`src/rtl/pmc_shift_sequencer.sv`:
```
// Serial shift sequencer for the PMC pixel-matrix chain: drives pm_din, pulses pm_clk_sh
// and captures both matrix outputs into a readout FIFO. Optional macro: PMC_SEQ_STALL_STATS_EN.
module pmc_shift_sequencer #(
  parameter int CNT_W      = 16,
  parameter int DIV_W      = 8,
  parameter int FIFO_DEPTH = 4
) (
  input  logic             i_clk,
  input  logic             i_rst_n,
  input  logic             i_start,
  input  logic             i_abort,
  input  logic [CNT_W-1:0] i_bit_count,
  input  logic [DIV_W-1:0] i_clk_div,
  input  logic [31:0]      i_din_word,
  output logic             o_busy,
  output logic             o_done,
  output logic [31:0]      o_pm_clk_sh,
  output logic [31:0]      o_pm_din,
  input  logic [31:0]      i_pm_dout_a,
  input  logic [31:0]      i_pm_dout_b,
  output logic             o_rd_valid,
  input  logic             i_rd_ready,
  output logic [63:0]      o_rd_data,
  output logic [15:0]      o_stall_cnt
);

  localparam int AW = $clog2(FIFO_DEPTH);
  localparam logic [AW:0] PTR_ONE = 1;

  localparam logic [2:0] S_IDLE  = 3'd0;
  localparam logic [2:0] S_SETUP = 3'd1;
  localparam logic [2:0] S_HIGH  = 3'd2;
  localparam logic [2:0] S_LOW   = 3'd3;
  localparam logic [2:0] S_DONE  = 3'd4;

  logic [2:0]       r_state;
  logic [CNT_W-1:0] r_rem;
  logic [DIV_W-1:0] r_div;
  logic [DIV_W-1:0] r_div_cnt;
  logic [31:0]      r_pm_din;
  logic [63:0]      r_mem [FIFO_DEPTH];
  logic [AW:0]      r_wptr;
  logic [AW:0]      r_rptr;

  logic w_empty, w_full, w_pop, w_cap, w_push, w_stall, w_start_acc;

  assign w_empty     = (r_wptr == r_rptr);
  assign w_full      = (r_wptr[AW] != r_rptr[AW]) && (r_wptr[AW-1:0] == r_rptr[AW-1:0]);
  assign w_pop       = !w_empty && i_rd_ready;
  // Capture point is the last LOW cycle; a same-cycle pop frees the slot even when full.
  assign w_cap       = (r_state == S_LOW) && (r_div_cnt == '0) && !i_abort;
  assign w_push      = w_cap && (!w_full || w_pop);
  assign w_stall     = w_cap && !w_push;
  assign w_start_acc = (r_state == S_IDLE) && i_start;

  always_ff @(posedge i_clk) begin
    if (!i_rst_n) begin
      r_state   <= S_IDLE;
      r_rem     <= '0;
      r_div     <= '0;
      r_div_cnt <= '0;
      r_pm_din  <= '0;
    end else if (i_abort && r_state != S_IDLE) begin
      r_state <= S_IDLE;
    end else begin
      case (r_state)
        S_IDLE: if (i_start) begin
          if (i_bit_count != '0) begin
            r_state  <= S_SETUP;
            r_rem    <= i_bit_count;
            r_div    <= i_clk_div;
            r_pm_din <= i_din_word;
          end else begin
            r_state <= S_DONE;
          end
        end
        S_SETUP: begin
          r_state   <= S_HIGH;
          r_div_cnt <= r_div;
        end
        S_HIGH: begin
          if (r_div_cnt == '0) begin
            r_state   <= S_LOW;
            r_div_cnt <= r_div;
          end else begin
            r_div_cnt <= r_div_cnt - DIV_W'(1);
          end
        end
        S_LOW: begin
          if (r_div_cnt != '0) begin
            r_div_cnt <= r_div_cnt - DIV_W'(1);
          end else if (w_push) begin
            r_rem <= r_rem - CNT_W'(1);
            if (r_rem == CNT_W'(1)) begin
              r_state <= S_DONE;
            end else begin
              r_state   <= S_HIGH;
              r_div_cnt <= r_div;
            end
          end
        end
        S_DONE:  r_state <= S_IDLE;
        default: r_state <= S_IDLE;
      endcase
    end
  end

  always_ff @(posedge i_clk) begin
    if (!i_rst_n) begin
      r_wptr <= '0;
      r_rptr <= '0;
      for (int i = 0; i < FIFO_DEPTH; i++) r_mem[i] <= '0;
    end else begin
      if (w_push) begin
        r_mem[r_wptr[AW-1:0]] <= {i_pm_dout_b, i_pm_dout_a};
        r_wptr                <= r_wptr + PTR_ONE;
      end
      if (w_pop) r_rptr <= r_rptr + PTR_ONE;
    end
  end

`ifdef PMC_SEQ_STALL_STATS_EN
  logic [15:0] r_stall_cnt;

  always_ff @(posedge i_clk) begin
    if (!i_rst_n)                                r_stall_cnt <= '0;
    else if (w_start_acc)                        r_stall_cnt <= '0;
    else if (w_stall && r_stall_cnt != 16'hFFFF) r_stall_cnt <= r_stall_cnt + 16'd1;
  end

  assign o_stall_cnt = r_stall_cnt;
`else
  assign o_stall_cnt = '0;
`endif

  assign o_busy      = (r_state != S_IDLE);
  assign o_done      = (r_state == S_DONE);
  assign o_pm_clk_sh = {32{r_state == S_HIGH}};
  assign o_pm_din    = r_pm_din;
  assign o_rd_valid  = !w_empty;
  assign o_rd_data   = r_mem[r_rptr[AW-1:0]];

endmodule

```
`config.mk`:
```
export PLATFORM = sky130hd
export DESIGN_NAME = pmc_shift_sequencer
export DESIGN_NICKNAME = d
export VERILOG_FILES = /design/src/rtl/pmc_shift_sequencer.sv
export SDC_FILE = /design/constraint.sdc
export NUM_CORES = 1
export LEC_CHECK = 0
export ABC_AREA = 1
export CAP_MARGIN = 10
export CORE_MARGIN = 2
export CORE_UTILIZATION = 48
export DETAILED_ROUTE_END_ITERATION = 8
export PLACE_DENSITY_LB_ADDON = 0.08
export SLEW_MARGIN = 20
export SYNTH_ARGS = -nofsm -noshare
export SYNTH_HDL_FRONTEND = slang
export SYNTH_SLANG_ARGS = --single-unit
```
`constraint.sdc`:
```
create_clock -name i_clk -period 6.8 [get_ports i_clk]
set_input_delay 1.7 -clock i_clk [delete_from_list [all_inputs] [get_ports i_clk]]
set_output_delay 1.7 -clock i_clk [all_outputs]
set_load 0.01 [all_outputs]
```
Word-level counts from Yosys, hierarchy flattened

Memory sizes are Yosys's and may differ from the RTL's. A register that Yosys moved wholly into a read port is not among the register bits.
Cells that the tools add are included.

Word-level logic and storage cells: 78
Input bits: 125
Memories kept: 1
Register bits: 73
Memory bits (writable): 256

Eq/ne operators: 15
Bitwise gates (word level): 2
Add/sub/neg operators: 4
Multiplexer cells: 26
Reduce and logical (&&, ||, !) cells: 23

Memory list:

| name  | words | width | read ports | clocked after Yosys merged registers in | write ports | line | source |
|---|---|---|---|---|---|---|---|
| r_mem | 4     | 64    | 1          | 1                                       | 4           | 41   | `logic [63:0] r_mem [FIFO_DEPTH];` |

Operators with widths:

| operator                                                                | number |
|---|---|
| 16-bit two-way mux                                                      | 4 |
| 64-bit two-way mux                                                      | 1 |
| 64-bit OR reduction                                                     | 1 |
| 8-bit two-way mux                                                       | 4 |
| 16-bit case mux with 2 select lines                                     | 1 |
| 8-bit case mux with 3 select lines                                      | 1 |
| 3-bit two-way mux                                                       | 6 |
| 16-bit by 1-bit == test with 1-bit output, second input constant        | 1 |
| 16-bit nonzero test                                                     | 1 |
| 16-bit by 1-bit subtractor with 16-bit output, second input constant    | 1 |
| 3-bit case mux with 4 select lines                                      | 1 |
| 4-bit AND reduction                                                     | 3 |
| 8-bit logical NOT                                                       | 1 |
| 8-bit nonzero test                                                      | 1 |
| 8-bit by 1-bit subtractor with 8-bit output, second input constant      | 1 |
| 3-bit by 1-bit adder with 3-bit output, second input constant           | 2 |
| 3-bit by 2-bit == test with 1-bit output, second input constant         | 2 |
| 1-bit logical AND                                                       | 6 |
| 2-bit two-way mux                                                       | 3 |
| 2-bit inequality test, second input constant                            | 3 |
| 6-bit AND reduction                                                     | 1 |
| 3-bit nonzero test                                                      | 2 |
| 1-bit two-way mux                                                       | 5 |
| 2-bit by 1-bit inequality test with 1-bit output, second input constant | 2 |
| 13 further kinds                                                        | 16 |

Longest topological paths before layout

Gate-level depths: netlist of the first run.

Depth after elaboration: 10
Depth in mapped cells: 12

Worst setup path before layout of the first run

OpenSTA, ideal clock, no wires.

Path kind: in2reg
From: input i_rd_ready
To: memory r_mem[3][0] (enable)
Buffers on the path: 0
Data required time: 6219 ps
Path slack: -517 ps
Stages on the path: 4
Setup time: 581 ps
Arrival: 6736 ps
Cells stage by stage: nor2_1 nand2_1 nand3_2 o31ai_1

RTL lines:

| item               | line | source |
|---|---|---|
| start: declaration | 22   | `input logic i_rd_ready,` |
| end: declaration   | 41   |  |

==> impl_metrics.tcl, run 1 <==
set metrics [dict create \
    yosys_warnings 0 \
    finalCritPeriodShare_pct 73.74 \
    synth_compound_area_share_pct 10.48 \
    place_ws_ns 1.609 \
    final_area_mm2 0.01869 \
    clk_pin_slew_ns 0.06 \
    setup_tns_ns 0 \
    io_buffer_count 255 \
    synthXorXnorAreaFrac_pct 0.3471 \
    crit_type "register to output pin" \
    worstMarginPinSlew_ns 1.089 \
    critical_path.endpoint_type "output pin" \
    via_per_inst 5.244 \
    crit_fanout 65 \
    slew_viol_final 0 \
    status "finished, final reports clean" \
    final_common_cell "nor2_1" \
    post_cts_resize_count 0 \
    cts.sinks 331 \
    rows 65 \
    post-route-drc-count 0 \
    vias 11630 \
    placed_cell_area_mm2 0.01754 \
    synth.area.mux_share_pct 0 \
    clock_path_buffers 3 \
    grt-ovfl-total 0 \
    cts_hold_buf 0 \
    setup_viol 0 \
    synth_cell_types 37 \
    synthSimpleGateAreaFrac_pct 19.18 \
    fin_skew_ns 0.01903 \
    period_needed_ns 5.014 \
    antenna_left 0 \
    synth_area_mm2 0.01514 \
    fmax_mhz 199.4 \
    grtUsageTotal_pct 22.60 \
    start_kind "register" \
    yosysSeqAreaShare_pct 60.70 \
    firstDrtPassIters 5 \
    cts_buffers 36 \
    antenna_found_initial 1 \
    powerDensity_mw_per_mm2 354.8 \
    layout.nets 1919 \
    chipWidth_um 181.6 \
    cp_data_required_time_ns 5.10 \
    crit_arrival_ns 3.31 \
    synthAdderAreaFrac_pct 0.4959 \
    place_congestion 0.8334 \
    drive_gt1_share_pct 6.119 \
    initial_core_util_pct 48.35 \
    hold_violations 0 \
    slowest_delay_ns 0.67 \
    grt_first_pass_wirelength_um 59630 \
    dp_hpwl_um 20900 \
    drt_iter0_markers 755 \
    hold_ws_ns 0.4482 \
    synth_top_family_by_area "simple AND/OR/NAND/NOR gates" \
    cpMostUsedCell "buf_4" \
    slew_headroom_pct 27.38 \
    wl_um 37380 \
    cts-root-buf "clkbuf_16" \
    io_pins 272 \
    postSynthCellCount 1612 \
    die_h_um 181.6 \
    insertion_delay_ns 0.52 \
    wire_per_inst_um 16.86 \
    grt_max_degree 107 \
    grt_pass1_vias 11570 \
    ir_drop_v 0.0001979 \
    crit_chain "buf_4 -> inv_2 -> buf_4 -> o21ai_0 -> o22ai_1 -> clkdlybuf4s50_1" \
    layout_common_cells "nor2_1 (442), edfxtp_1 (256), clkdlybuf4s50_1 (255)" \
    area_delta_synth_final_pct 23.43 \
    core_area_mm2 0.03131 \
    maxCapViolCount 0 \
    dieArea_mm2 0.03297 \
    ys_seq_elements 331 \
    finalPower_mw 6.629 \
    cts_setup_buffers 0 \
    htreeDepth 2 \
    rsz0062_at_grt "no" \
    p_leak_nw 7.383 \
    hp-class "register to register" \
    avgSynthCellArea_um2 9.391 \
    cp_slowest_cell "inv_2" \
    setup_ws_ns 1.786 \
    nFillCells 2721 \
    cts_tree "done" \
]
cell usage after synthesis:
library cell / n / area, µm²
nor2_1: 443 / 1663
edfxtp_1: 256 / 7687
o21ai_0: 160 / 800.8
nand2_1: 153 / 574.3
inv_1: 109 / 409.1
dfxtp_1: 75 / 1501
nand3_1: 68 / 340.3
a21oi_1: 67 / 335.3
o22ai_1: 64 / 400.4
clkbuf_1: 56 / 210.2
buf_4: 50 / 375.4
nor2_2: 21 / 131.4
buf_2: 20 / 100.1
buf_6: 18 / 202.7
ha_1: 6 / 75.07
inv_2: 6 / 22.52
nand3_2: 5 / 50.05
nor3_1: 5 / 25.02
nand3b_1: 4 / 30.03
nand4_1: 4 / 25.02
xor2_1: 4 / 35.03
o31ai_1: 2 / 15.01
xnor2_1: 2 / 17.52
a21oi_2: 1 / 8.760
a22oi_1: 1 / 7.510
a31oi_1: 1 / 6.260
and3_1: 1 / 6.260
buf_1: 1 / 3.750
clkinv_1: 1 / 3.750
conb_1: 1 / 3.750
nand2_2: 1 / 6.260
nand3_4: 1 / 17.52
nor2_4: 1 / 11.26
nor3_4: 1 / 16.27
nor3b_1: 1 / 7.510
o21ai_1: 1 / 5.000
o21bai_1: 1 / 7.510
registers in the layout, indices dropped and copies added (netlist names), named ones only:
signal / flops
r_rptr: 3
r_div_cnt: 8
r_div: 8
r_state: 3
r_wptr: 3
o_pm_din: 32
r_rem: 16
r_mem: 256
final cells by class:
type | instances | area (µm²) | share of cell area [%]
Tap cell | 402 | 503.0 | 2.692
Sequential cell | 331 | 9194 | 49.20
Timing Repair Buffer | 268 | 2650 | 14.18
Inverter | 116 | 436.7 | 2.337
Clock inverter | 15 | 153.9 | 0.8236
Clock buffer | 49 | 988.4 | 5.290
Multi-Input combinational cell | 1035 | 4757 | 25.46
Antenna cell | 1 | 2.502 | 0.01339
worst max-delay path, delay by kind of cell (launching register included):
family	cells	cell delay [ns]
flip-flops	1	0.31
buffers and inverters	4	2.05
AO/OA/AOI/OAI	2	0.42
logic make-up (layout without fill, tap and decap cells):
| group | count (synthesis) | after routing |
|---|---|---|
| and+or+nand+nor | 709 | 709 |
| DFF | 331 | 331 |
| other | 1 | 17 |
| xor gates and xnor gates | 6 | 6 |
| AOI/OAI and AO/OA | 298 | 298 |
| adders and majority gates | 6 | 6 |
| buffers and inverters | 261 | 448 |
power by group:
group / total, mW / switching [mW] / internal [mW]
registers: 2.47 / 0.119 / 2.35
clock network: 1.91 / 0.779 / 1.14
logic: 2.24 / 1.30 / 0.946
path summary, 6_finish.rpt:
check,from,endpoint,slack [ns],cells past startpoint
max,register,o_rd_data[40],1.79,6
min,r_div[0]$_SDFFE_PN0P_,r_div[0]$_SDFFE_PN0P_,0.45,2
max reg2reg,r_state[0]$_SDFFE_PP0P_,r_mem[2][5]$_SDFFCE_PN0P_,2.87,8
min reg2reg,r_div[0]$_SDFFE_PN0P_,r_div[0]$_SDFFE_PN0P_,0.45,2
stage by stage:
stage | utilization (%) | cells
final | 59.68 | 2217
after global routing | 59.67 | 2216
after CTS | 59.65 | 2216
after detailed placement | 56.00 | 2152
after global placement | 56.00 | 2152
after floorplan | - | 1627
routing by layer:
layer / share of wire [%] / GRT usage [%] / vias to the layer above
met5: 0.029 / 0 / -
met2: 49 / 39.43 / 365
met4: 2.3 / 6.732 / 2
met1: 42 / 28.23 / 5510
met3: 6.9 / 4.934 / 61
li1: - / - / 5689
Power figures use the tool's default switching activity.
==> inputs of run 2 (changes only) <==
Settings changed: CORE_UTILIZATION 48 to 50.
Clock period 6.8 ns to 4.7 ns, I/O delays scaled along.
==> run 2 against run 1 <==
Compared with the run above:
- via count is 1.5% higher
- worst setup slack worse by 1.4 ns
- worst hold slack improved by 0.0039 ns
- critical path type unchanged
- highest routed layer is now met4
==> impl_metrics.tcl, run 2 (synthesis gave the netlist of run 1 again) <==
set metrics [dict create \
    rsz0062_at_grt "no" \
    wl_um 37660 \
    fin_skew_ns 0.02079 \
    placed_cell_area_mm2 0.01761 \
    drive_gt1_share_pct 6.743 \
    io_pins 272 \
    worstMarginPinSlew_ns 1.044 \
    grt_pass1_vias 11620 \
    grt_max_degree 85 \
    largest_reg_flops 256 \
    maxCapViolCount 0 \
    clk_pin_slew_ns 0.06 \
    layout_common_cells "nor2_1 (442), edfxtp_1 (256), clkdlybuf4s50_1 (255)" \
    finalCritPeriodShare_pct 91.48 \
    regMostFlops "r_mem" \
    slew_headroom_pct 30.30 \
    dp_hpwl_um 21640 \
    insertion_delay_ns 0.52 \
    hold_violations 0 \
    crit_fanout 84 \
    ir_drop_v 0.0004111 \
    initial_core_util_pct 50.94 \
    finalPower_mw 9.886 \
    grtUsageTotal_pct 23.72 \
    post-route-drc-count 0 \
    hp-class "register to register" \
    place_congestion 0.8631 \
    antenna_cells 0 \
    cts_hold_buf 0 \
    start_kind "register" \
    via_per_inst 5.332 \
    crit_arrival_ns 3.12 \
    setup_viol 0 \
    setup_tns_ns 0 \
    drt_iter0_markers 808 \
    status "finished, final reports clean" \
    die_h_um 178 \
    dieArea_mm2 0.03168 \
    grt_first_pass_wirelength_um 59670 \
    cts.sinks 331 \
    final_common_cell "nor2_1" \
    p_leak_nw 7.502 \
    cp_data_required_time_ns 3.52 \
    rows 63 \
    vias 11800 \
    firstDrtPassIters 5 \
    powerDensity_mw_per_mm2 522.9 \
    cts-root-buf "clkbuf_16" \
    chipWidth_um 178 \
    antenna_found_initial 0 \
    post_cts_resize_count 0 \
    clock_path_buffers 3 \
    critical_path.endpoint_type "output pin" \
    cts_buffers 36 \
    final_area_mm2 0.01891 \
    cts_tree "done" \
    period_needed_ns 4.299 \
    grt-ovfl-total 0 \
    area_delta_synth_final_pct 24.89 \
    io_buffer_count 255 \
    slew_viol_final 0 \
    cts_setup_buffers 0 \
    layout.nets 1927 \
    wire_per_inst_um 17.01 \
    crit_type "register to output pin" \
    fmax_mhz 232.6 \
    htreeDepth 2 \
    core_area_mm2 0.02972 \
    antenna_left 0 \
]
[run 2: cell types whose count changed in the layout (fill, tap and decap cells not counted), sizes merged]
cell | before | now
diode | 1 | 0
inv | 116 | 118
buf | 13 | 21
clkinv | 11 | 7
bufinv | 3 | 7
[run 2: through the flow]
| stage | hold slack [ns] | util [%] | worst slack, ns | cells |
|---|---|---|---|---|
| after floorplan | 0.4240 | - | 1.017 | 1627 |
| after global placement | 0.4395 | 59.25 | 0.9824 | 2148 |
| after global routing | 0.4731 | 63.62 | 0.1837 | 2214 |
| after CTS | 0.4531 | 63.60 | 0.4042 | 2214 |
| final | 0.4521 | 63.62 | 0.4007 | 2214 |
| after detailed placement | 0.4447 | 59.25 | 0.9509 | 2148 |
[run 2: layout make-up]
class                      count  area (µm²)
timing repair buffer         276        2735
multi-input combinational   1035        4757
inverter                     116       437.9
fill                        2484       10810
tap                          390       488.0
sequential                   331        9194
clock buffer                  49        1012
clock inverter                17       281.5
[run 2: metal layers]
metal,GRT usage [%],up-vias,wire length (µm)
li1,-,5710,-
met1,30.84,5631,15750
met2,40.44,401,18390
met3,4.881,62,2709
met4,6.421,0,811
met5,0,-,0
[run 2: critical path, cell delays in order (launching register included)]
cell             delay [ns]
dfxtp_4                0.53
inv_4                  0.73
buf_4                  0.37
o21ai_0                0.11
o22ai_1                0.22
clkdlybuf4s50_1        0.59
[run 2: path summary, 6_finish.rpt]
check                                             start                         end  slack [ns]  cells after the start
worst max register to register  r_state[0]$_SDFFE_PP0P_  r_mem[2][11]$_SDFFCE_PN0P_        1.75                      8
worst min register to register    r_div[1]$_SDFFE_PN0P_       r_div[1]$_SDFFE_PN0P_        0.45                      2
worst min-delay path              r_div[1]$_SDFFE_PN0P_       r_div[1]$_SDFFE_PN0P_        0.45                      2
worst max-delay path                           register               o_rd_data[42]        0.40                      5
[run 2: power breakdown]
group	internal [mW]	switching (mW)
sequential	3.40	0.196
clock	1.91	1.15
combinational	1.38	1.84
total	6.69	3.19
==> inputs of run 3 (changes only) <==
Settings changed: CORE_UTILIZATION 50 to 30.
Clock period 4.7 ns to 4.79 ns, I/O delays scaled along.
==> run 3 against run 2 <==
Compared with the run above:
- wire length is 16% higher
- largest power group unchanged
- flip-flop and latch count stayed put
- power is 2.8% lower
- critical path type unchanged
- non-clock buffer count is 5 higher
- sequential power is 3% lower
- core utilization is 25 points lower
- clock power is 7.5% lower
- register-to-register slack better by 0.18 ns
- global-route usage is 7.1 points lower
- final area is 1.6% higher
==> impl_metrics.tcl, run 3 (synthesis gave the netlist of run 1 again) <==
set metrics [dict create \
    status "finished, final reports clean" \
    dieArea_mm2 0.05227 \
    layout_common_cells "nor2_1 (442), edfxtp_1 (256), clkdlybuf4s50_1 (255)" \
    r2r-start "r_state[0]$_SDFFE_PP0P_" \
    slew_headroom_pct 32.35 \
    power_frac_comb_pct 34.2 \
    powerDensity_mw_per_mm2 500.3 \
    rrSetupSlack_ns 1.93 \
    insertion_delay_ns 0.55 \
    crit_type "register to output pin" \
    clock_path_buffers 3 \
    placed_cell_area_mm2 0.01801 \
    regMostFlops "r_mem" \
    core_area_mm2 0.04997 \
    firstDrtPassIters 5 \
    rsz0062_at_grt "no" \
    rows 82 \
    hp-class "register to register" \
    worstMarginPinSlew_ns 1.015 \
    cts-root-buf "clkbuf_16" \
    cts_setup_buffers 0 \
    chipWidth_um 228.6 \
    hold_ws_ns 0.4462 \
    final_common_cell "nor2_1" \
    finalCritPeriodShare_pct 82.26 \
    min_from "r_div[7]$_SDFFE_PN0P_" \
    antenna_found_initial 1 \
    antenna_left 0 \
    clkPwrFrac_pct 29.4 \
    wl_um 43810 \
    grt_max_degree 69 \
    initial_core_util_pct 30.30 \
    clk_pin_slew_ns 0.06 \
    p_leak_nw 7.486 \
    largest_reg_flops 256 \
    intPower_mw 6.337 \
    io_buffer_count 255 \
    cts_tree "done" \
    period_needed_ns 3.940 \
    crit_fanout 68 \
    hold_violations 0 \
    antenna_cells 0 \
    finalPower_mw 9.610 \
    htreeDepth 2 \
    grtUsageTotal_pct 16.57 \
    fmax_mhz 253.8 \
    critical_path.endpoint_type "output pin" \
    reg2regPathDepth 9 \
    wire_per_inst_um 17.48 \
    final_area_mm2 0.01921 \
    p_sw_mw 3.273 \
    cts_buffers 40 \
    cts.sinks 331 \
    timing.rr.end "r_mem[1][24]$_SDFFCE_PN0P_" \
    grt_pass1_vias 11680 \
    layout.nets 1936 \
    place_congestion 0.7883 \
    slew_viol_final 0 \
    fin_skew_ns 0.01401 \
    post-route-drc-count 0 \
    vias 11580 \
    grt-ovfl-total 0 \
    drive_gt1_share_pct 6.757 \
    dp_hpwl_um 25900 \
    min_to "r_div[7]$_SDFFE_PN0P_" \
    area_delta_synth_final_pct 26.89 \
    whs_path_depth 2 \
    post_cts_resize_count 0 \
    grt_first_pass_wirelength_um 67760 \
    crit_arrival_ns 2.74 \
    setup_tns_ns 0 \
    switching_share_pct 34.06 \
    die_h_um 228.6 \
    seqPwrFrac_pct 36.4 \
    cp_data_required_time_ns 3.59 \
    cts_hold_buf 0 \
    setup_viol 0 \
    via_per_inst 4.618 \
    drt_iter0_markers 473 \
    ir_drop_v 0.0002116 \
    start_kind "register" \
    io_pins 272 \
    maxCapViolCount 0 \
]
run 3: final cells by class:
| cell class | instances | area [µm²] |
|---|---|---|
| sequential | 331 | 9194 |
| inverter | 116 | 437.9 |
| clock inverter | 19 | 113.9 |
| timing repair buffer | 281 | 2785 |
| fill | 5091 | 30760 |
| multi-input combinational | 1035 | 4757 |
| tap | 672 | 840.8 |
| clock buffer | 53 | 1081 |
run 3: per-layer routing:
metal / track usage [%] / up-vias / part of all wire (%)
li1: - / 5738 / -
met1: 20.98 / 5531 / 45
met2: 28.30 / 247 / 48
met3: 3.905 / 59 / 5.4
met4: 4.493 / 2 / 2.0
met5: 0 / - / 0.030
run 3: critical path, stage by stage (launching register included):
cell and delay (ns):
dfxtp_4 0.36, buf_4 0.56, o21ai_0 0.21, o22ai_1 0.37
clkdlybuf4s50_1 0.61
run 3: how the worst max path moves through the flow:
stage | startpoint | endpoint | cells past startpoint
2_1_floorplan | i_rst_n | r_mem[1][0]$_SDFFCE_PN0P_ | 7
3_3_place_gp | i_rst_n | r_mem[2][26]$_SDFFCE_PN0P_ | 6
3_5_place_dp | i_rst_n | r_mem[2][49]$_SDFFCE_PN0P_ | 6
4_1_cts | register | o_rd_data[17] | 5
5_1_grt | register | o_rd_data[0] | 5
6_report | register | o_rd_data[63] | 4
run 3: power groups by stage:
| stage | registers [mW] | clock network (mW) | logic, mW |
|---|---|---|---|
| 2_1_floorplan | 3.54 | 0 | 2.01 |
| 3_3_place_gp | 3.55 | 0 | 3.35 |
| 6_report | 3.49 | 2.83 | 3.29 |
| 4_1_cts | 3.49 | 2.92 | 3.37 |
| 3_5_place_dp | 3.55 | 0 | 3.35 |
| 5_1_grt | 3.52 | 3.03 | 3.65 |
run 3: through the flow:
stage                     std cells  utilization [%]  setup slack (ns)
after floorplan                1627                -             1.085
after global placement         2435            36.04             1.205
after detailed placement       2435            36.04             1.216
after CTS                      2507            38.44            0.7359
after global routing           2507            38.45            0.6539
final                          2507            38.45            0.8497
